`src/rtl/sm3_expnd_pkg.sv`:
```
// Shared types, sizes and bit-level helpers for the SM3 message-expansion engine.
package sm3_expnd_pkg;

    localparam int WORD_W    = 32;
    localparam int BLK_WORDS = 16;
    localparam int ROUNDS    = 64;

    typedef logic [WORD_W-1:0]     word_t;
    typedef word_t [BLK_WORDS-1:0] blk_t;

    typedef enum logic {
        ST_LOAD  = 1'b0,
        ST_EXPND = 1'b1
    } exp_state_t;

    function automatic word_t rotl32(input word_t x, input int unsigned n);
        return (x << n) | (x >> (WORD_W - n));
    endfunction

    function automatic word_t p1(input word_t x);
        return x ^ rotl32(x, 15) ^ rotl32(x, 23);
    endfunction

endpackage

```
`src/rtl/sm3_expnd_lane_calc.sv`:
```
// Combinational SM3 expansion of LANES new words from the 16-word window W[j..j+15].
module sm3_expnd_lane_calc
    import sm3_expnd_pkg::*;
#(
    parameter int LANES = 2
) (
    input  blk_t                win,
    output word_t [LANES-1:0]   new_w
);

    // Window extended by the new words so later lanes can chain on earlier ones.
    word_t ext [BLK_WORDS+LANES];

    always_comb begin
        for (int k = 0; k < BLK_WORDS; k++) begin
            ext[k] = win[k];
        end
        for (int i = 0; i < LANES; i++) begin
            ext[BLK_WORDS+i] = p1(ext[i] ^ ext[i+7] ^ rotl32(ext[i+13], 15))
                             ^ rotl32(ext[i+3], 7) ^ ext[i+10];
        end
        for (int i = 0; i < LANES; i++) begin
            new_w[i] = ext[BLK_WORDS+i];
        end
    end

endmodule

```
`src/rtl/sm3_expnd_mlane_core.sv`:
```
// SM3 message expander: loads 512-bit blocks over a DATA_W bus, streams LANES (Wj, W'j) pairs per beat.
module sm3_expnd_mlane_core
    import sm3_expnd_pkg::*;
#(
    parameter int DATA_W  = 64,
    parameter int LANES   = 2,
    parameter int DBL_BUF = 1
) (
    input  logic                    clk,
    input  logic                    rst_n,
    input  logic [DATA_W-1:0]       pad_inpt_d_i,
    input  logic                    pad_inpt_vld_i,
    input  logic                    pad_inpt_lst_i,
    output logic                    pad_inpt_rdy_o,
    input  logic                    expnd_otpt_ena_i,
    output logic [WORD_W*LANES-1:0] expnd_otpt_wj_o,
    output logic [WORD_W*LANES-1:0] expnd_otpt_wjj_o,
    output logic                    expnd_otpt_lst_o,
    output logic                    expnd_otpt_vld_o
);

    localparam int LD_BEATS  = 512 / DATA_W;
    localparam int WPB       = DATA_W / WORD_W;
    localparam int OUT_BEATS = ROUNDS / LANES;
    localparam int LDC_W     = $clog2(LD_BEATS);
    localparam int OBC_W     = $clog2(OUT_BEATS);

    exp_state_t       state_q, state_d;
    logic [LDC_W-1:0] ld_cnt_q, ld_cnt_d;
    logic [OBC_W-1:0] beat_cnt_q, beat_cnt_d;
    blk_t             win_q, win_d;
    blk_t             buf_q, buf_d;
    logic             buf_full_q, buf_full_d;
    logic             buf_lst_q, buf_lst_d;
    logic             blk_lst_q, blk_lst_d;
    logic             lst_q, lst_d;

    word_t [LANES-1:0] new_w;
    blk_t              fill, shifted;
    logic [3:0]        widx;
    logic              accept, ld_last, xfer, out_last, fetch;

    sm3_expnd_lane_calc #(.LANES(LANES)) u_lane_calc (
        .win   (win_q),
        .new_w (new_w)
    );

    assign pad_inpt_rdy_o   = (DBL_BUF != 0) ? !buf_full_q : (state_q == ST_LOAD);
    assign expnd_otpt_vld_o = (state_q == ST_EXPND);
    assign expnd_otpt_lst_o = lst_q;

    assign accept   = pad_inpt_vld_i && pad_inpt_rdy_o;
    assign ld_last  = (ld_cnt_q == LDC_W'(LD_BEATS - 1));
    assign xfer     = expnd_otpt_vld_o && expnd_otpt_ena_i;
    assign out_last = (beat_cnt_q == OBC_W'(OUT_BEATS - 1));
    // The expander may reload from the buffer in the same edge as its final transfer.
    assign fetch    = (DBL_BUF != 0) && buf_full_q && ((state_q == ST_LOAD) || (xfer && out_last));

    always_comb begin
        // NOTE: every combinational output gets a default first, so no path leaves a latch.
        state_d    = state_q;
        ld_cnt_d   = ld_cnt_q;
        beat_cnt_d = beat_cnt_q;
        win_d      = win_q;
        buf_d      = buf_q;
        buf_full_d = buf_full_q;
        buf_lst_d  = buf_lst_q;
        blk_lst_d  = blk_lst_q;
        lst_d      = lst_q;
        widx       = '0;

        fill = (DBL_BUF != 0) ? buf_q : win_q;
        for (int m = 0; m < WPB; m++) begin
            widx       = 4'(int'(ld_cnt_q) * WPB + m);
            fill[widx] = pad_inpt_d_i[DATA_W-1-WORD_W*m -: WORD_W];
        end

        shifted = win_q;
        for (int k = 0; k < BLK_WORDS - LANES; k++) begin
            shifted[k] = win_q[k+LANES];
        end
        for (int i = 0; i < LANES; i++) begin
            shifted[BLK_WORDS-LANES+i] = new_w[i];
        end

        if (accept) begin
            ld_cnt_d = ld_last ? '0 : ld_cnt_q + LDC_W'(1);
            if (DBL_BUF != 0) begin
                buf_d = fill;
                if (ld_last) begin
                    buf_full_d = 1'b1;
                    buf_lst_d  = pad_inpt_lst_i;
                end
            end else begin
                win_d = fill;
                if (ld_last) begin
                    state_d    = ST_EXPND;
                    beat_cnt_d = '0;
                    blk_lst_d  = pad_inpt_lst_i;
                    lst_d      = 1'b0;
                end
            end
        end

        if (xfer) begin
            if (out_last) begin
                state_d    = ST_LOAD;
                beat_cnt_d = '0;
                lst_d      = 1'b0;
            end else begin
                win_d      = shifted;
                beat_cnt_d = beat_cnt_q + OBC_W'(1);
                lst_d      = blk_lst_q && (beat_cnt_q == OBC_W'(OUT_BEATS - 2));
            end
        end

        if (fetch) begin
            win_d      = buf_q;
            buf_full_d = 1'b0;
            state_d    = ST_EXPND;
            beat_cnt_d = '0;
            blk_lst_d  = buf_lst_q;
            lst_d      = 1'b0;
        end
    end

    // NOTE: state registers use non-blocking assignments so every flop samples pre-edge values.
    always_ff @(posedge clk or negedge rst_n) begin
        if (!rst_n) begin
            state_q    <= ST_LOAD;
            ld_cnt_q   <= '0;
            beat_cnt_q <= '0;
            win_q      <= '0;
            buf_full_q <= 1'b0;
            buf_lst_q  <= 1'b0;
            blk_lst_q  <= 1'b0;
            lst_q      <= 1'b0;
        end else begin
            state_q    <= state_d;
            ld_cnt_q   <= ld_cnt_d;
            beat_cnt_q <= beat_cnt_d;
            win_q      <= win_d;
            buf_full_q <= buf_full_d;
            buf_lst_q  <= buf_lst_d;
            blk_lst_q  <= blk_lst_d;
            lst_q      <= lst_d;
        end
    end

    // NOTE: buffer contents need no reset; buf_full_q alone says whether they are meaningful.
    always_ff @(posedge clk) begin
        buf_q <= buf_d;
    end

    always_comb begin
        expnd_otpt_wj_o  = '0;
        expnd_otpt_wjj_o = '0;
        for (int k = 0; k < LANES; k++) begin
            expnd_otpt_wj_o[WORD_W*(LANES-k)-1 -: WORD_W]  = win_q[k];
            expnd_otpt_wjj_o[WORD_W*(LANES-k)-1 -: WORD_W] = win_q[k] ^ win_q[k+4];
        end
    end

endmodule

```
`config.mk`:
```
export PLATFORM = sky130hd
export DESIGN_NAME = sm3_expnd_mlane_core
export DESIGN_NICKNAME = d
export VERILOG_FILES = /design/src/rtl/sm3_expnd_pkg.sv /design/src/rtl/sm3_expnd_lane_calc.sv /design/src/rtl/sm3_expnd_mlane_core.sv
export SDC_FILE = /design/constraint.sdc
export NUM_CORES = 2
export LEC_CHECK = 0
export ABC_AREA = 1
export CORE_MARGIN = 2
export CORE_UTILIZATION = 63
export CTS_BUF_LIST = sky130_fd_sc_hd__clkbuf_4 sky130_fd_sc_hd__clkbuf_8
export CTS_CLUSTER_DIAMETER = 40
export CTS_CLUSTER_SIZE = 30
export DETAILED_ROUTE_END_ITERATION = 6
export HOLD_SLACK_MARGIN = 0.15
export PLACE_DENSITY = 0.91
export REMOVE_ABC_BUFFERS = 1
export SLEW_MARGIN = 20
export SYNTH_ARGS = -nofsm -noshare
export SYNTH_HDL_FRONTEND = slang
export SYNTH_SLANG_ARGS = --single-unit
export TNS_END_PERCENT = 20
```
`constraint.sdc`:
```
create_clock -name clk -period 5.2 [get_ports clk]
set_clock_uncertainty 0.15 [all_clocks]
set_input_delay 1.3 -clock clk [delete_from_list [all_inputs] [get_ports clk]]
set_output_delay 1.3 -clock clk [all_outputs]
set_load 0.01 [all_outputs]
```
==> results.txt <==
Status: finished with violations
Failing checks: DRC
Area share of the largest cell type after synthesis: 32.6%
Share of post-route cells with drive strength above 1: 6.10%
Worst R2R End: buf_q[89]
Post_cts resized: 0
Global route total overflow: 0
Unrepaired setup endpoints after global routing: false
Worst setup path category: reg -> out
Number of cells on the worst hold path: 2
Finished Cell Area: 0.0530 mm²
Reg2reg path depth: 4
HP Start: buf_q[405]
Pwr Total: 30.5 mW
Fill cell count: 4839
Pwr Density: 576 mW/mm²
Initial antenna violation count: 3
Synth Area per Inst: 9.28 µm²
Core Util, Final: 71.4%
Area contributors post-synth: edfxtp_1 33%, dfrtp_1 28%, nand2_1 12%, nor2_1 5.0%, o211ai_1 3.5%
Max Cap Viol: 0
Drt wl/cell: 22.3 µm
Initial DRC Count: 5892
Top FF cell, synth: dfrtp_1
Die width: 277 µm
Via count: 39394
CTS tree: yes
Synthesized netlist cell count: 5077
Total negative setup slack: 0 ps
Fin crit period: 3770 ps
Cts hold-fix bufs: 0
Worst skew pair latency: 800 ps
Hpwl dp: 89500 µm
YS warnings: 0
Most frequent cell after synthesis: nand2_1
Post-synth top cells: 1526 x nand2_1, 621 x nor2_1, 525 x dfrtp_1
Cts bufs inserted: 119
Global-route wire length before repair: 213000 µm
H-tree levels: 3
Number of global-route vias before repair: 37670
Routed Antenna Nets: 0
Area growth, synth to finish: 12.5%
Post-synth EDFFs: 512
Final number of setup-violating endpoints: 0
IO Port Bufs: 199
CP required: 3750 ps
Die height: 277 µm
Max VDD drop: 0.000377 V
Worst Setup Start Kind: flop
Post-synthesis cell area: 0.0471 mm²
FP Rows: 100
Final Routed Wirelength: 140000 µm
Final-report hold violation count: 0
Clock Sinks: 1037
Worst-path clk slew: 90 ps
Slew Viols, Final: 0
Async set-reset flop share out of synthesis: 50.6%
Max Fanout on Critical Path: 4
Core footprint: 0.0742 mm²
Sequential fraction of the synthesis area: 60.5%
R2R Path Start: ld_cnt_q[2]
# DRC: 39
Tcrit/Tclk final: 72.6%
Post-CTS setup buffer count: 0
Pre-antenna DRT Iters: 7
Top Ports: 200
Dpl cells: 6068
Vias per cell: 6.26
Endpoint class of the critical path: output port
Synth area leader: edfxtp_1
Min-Delay Path Class: reg -> reg
Root buf cell: clkbuf_8
Least-Margin Pin Slew: 979 ps
Die area: 0.0769 mm²
Initial Util: 63.5%
Clock Path Buffers: 3
GR Util All Layers: 36.1%
Slew HR: 34.7%
GPL Wtd Cong: 0.951
R2R Setup Slk: 2010 ps
Yosys cell types: 32
Crit path arrival time: 2320 ps
Largest net degree at the start of global routing: 134
# nets final: 5294
Post-route insts no fill: 6296
Fmax: 0.265 GHz
Leakage: 23.7 nW
Hold path endpoint: shifted[341]
Register bit total from synthesis: 1037
Post-Place Cell Area: 0.0503 mm²
==> worst max path at each step <==
stage	from	end	slack [ps]	cells after the start
after floorplan	expnd_otpt_ena_i	shifted[113]	-8820	6
after global placement	pad_inpt_vld_i	buf_q[344]	1390	4
after detailed placement	pad_inpt_vld_i	buf_q[344]	1310	4
after CTS	expnd_otpt_wj_o[14]	expnd_otpt_wjj_o[14]	1470	2
after global routing	expnd_otpt_wj_o[14]	expnd_otpt_wjj_o[14]	1440	2
final	expnd_otpt_wj_o[14]	expnd_otpt_wjj_o[14]	1430	2
==> per-layer routing <==
layer / GRT usage, % / share of wire [%]
met2: 54.7 / 44
met3: 9.15 / 14
met5: 0 / 0.0078
met4: 25.0 / 7.9
met1: 46.1 / 33
==> registers in the layout (all words and copies together) (netlist names) <==
| register | cells |
|---|---|
| buf_lst_q | 1 |
| ld_cnt_q | 3 |
| shifted | 448 |
| expnd_otpt_wj_o | 64 |
| buf_q | 512 |
| expnd_otpt_vld_o | 1 |
| buf_full_q | 1 |
| blk_lst_q | 1 |
| expnd_otpt_lst_o | 1 |
| beat_cnt_q | 5 |
==> final cells by class <==
type | instances | area (µm²) | area share, %
clock buffer | 131 | 1760 | 3.32
timing repair buffer | 272 | 2920 | 5.51
multi-input combinational | 3351 | 15900 | 30.1
tap | 969 | 1210 | 2.29
inverter | 439 | 1660 | 3.14
clock inverter | 94 | 951 | 1.80
antenna | 3 | 7.51 | 0.0142
sequential | 1037 | 28500 | 53.8
==> worst max-delay path: stages, from the launching register on <==
cell and delay, ps:
dfrtp_1 500, xor2_1 400, clkdlybuf4s50_1 630
==> cell usage in the layout, fill, tap and decap left out, drive strengths merged, types with 15 or more instances in the layout <==
master and instances:
a21oi 26, a31oi 229, buf 74, clkbuf 131, clkdlybuf4s50 198, clkinv 41
clkinvlp 15, dfrtp 525, edfxtp 512, inv 469, nand2 1526, nand3 256
nand3b 29, nor2 622, o211ai 218, o21ai 226, xnor2 48, xor2 152
==> power breakdown <==
group / internal (mW) / leakage [nW] / total [mW] / switching, mW
clock network: 2.85 / 1.35 / 6.24 / 3.38
registers: 10.3 / 10.9 / 12.0 / 1.70
logic: 4.19 / 11.4 / 12.3 / 8.08
==> metrics by stage <==
stage	hold WS, ps	setup slack [ps]
after CTS	335	1470
final	337	1430
after detailed placement	315	1310
after global routing	357	1440
after floorplan	292	-8820
after global placement	303	1390
==> kinds of logic after synthesis <==
family                   count (synthesis)  synth area share, %
AO/OA/AOI/OAI                          701                 9.27
XOR/XNOR                               200                 3.72
adder cells (fa/ha/maj)                  5                0.133
buffers and inverters                  689                 5.84
flip-flops                            1037                 60.5
multiplexers                             1               0.0239
AND/OR/NAND/NOR                       2444                 20.5
No activity file was read; power rests on OpenSTA's default activity.
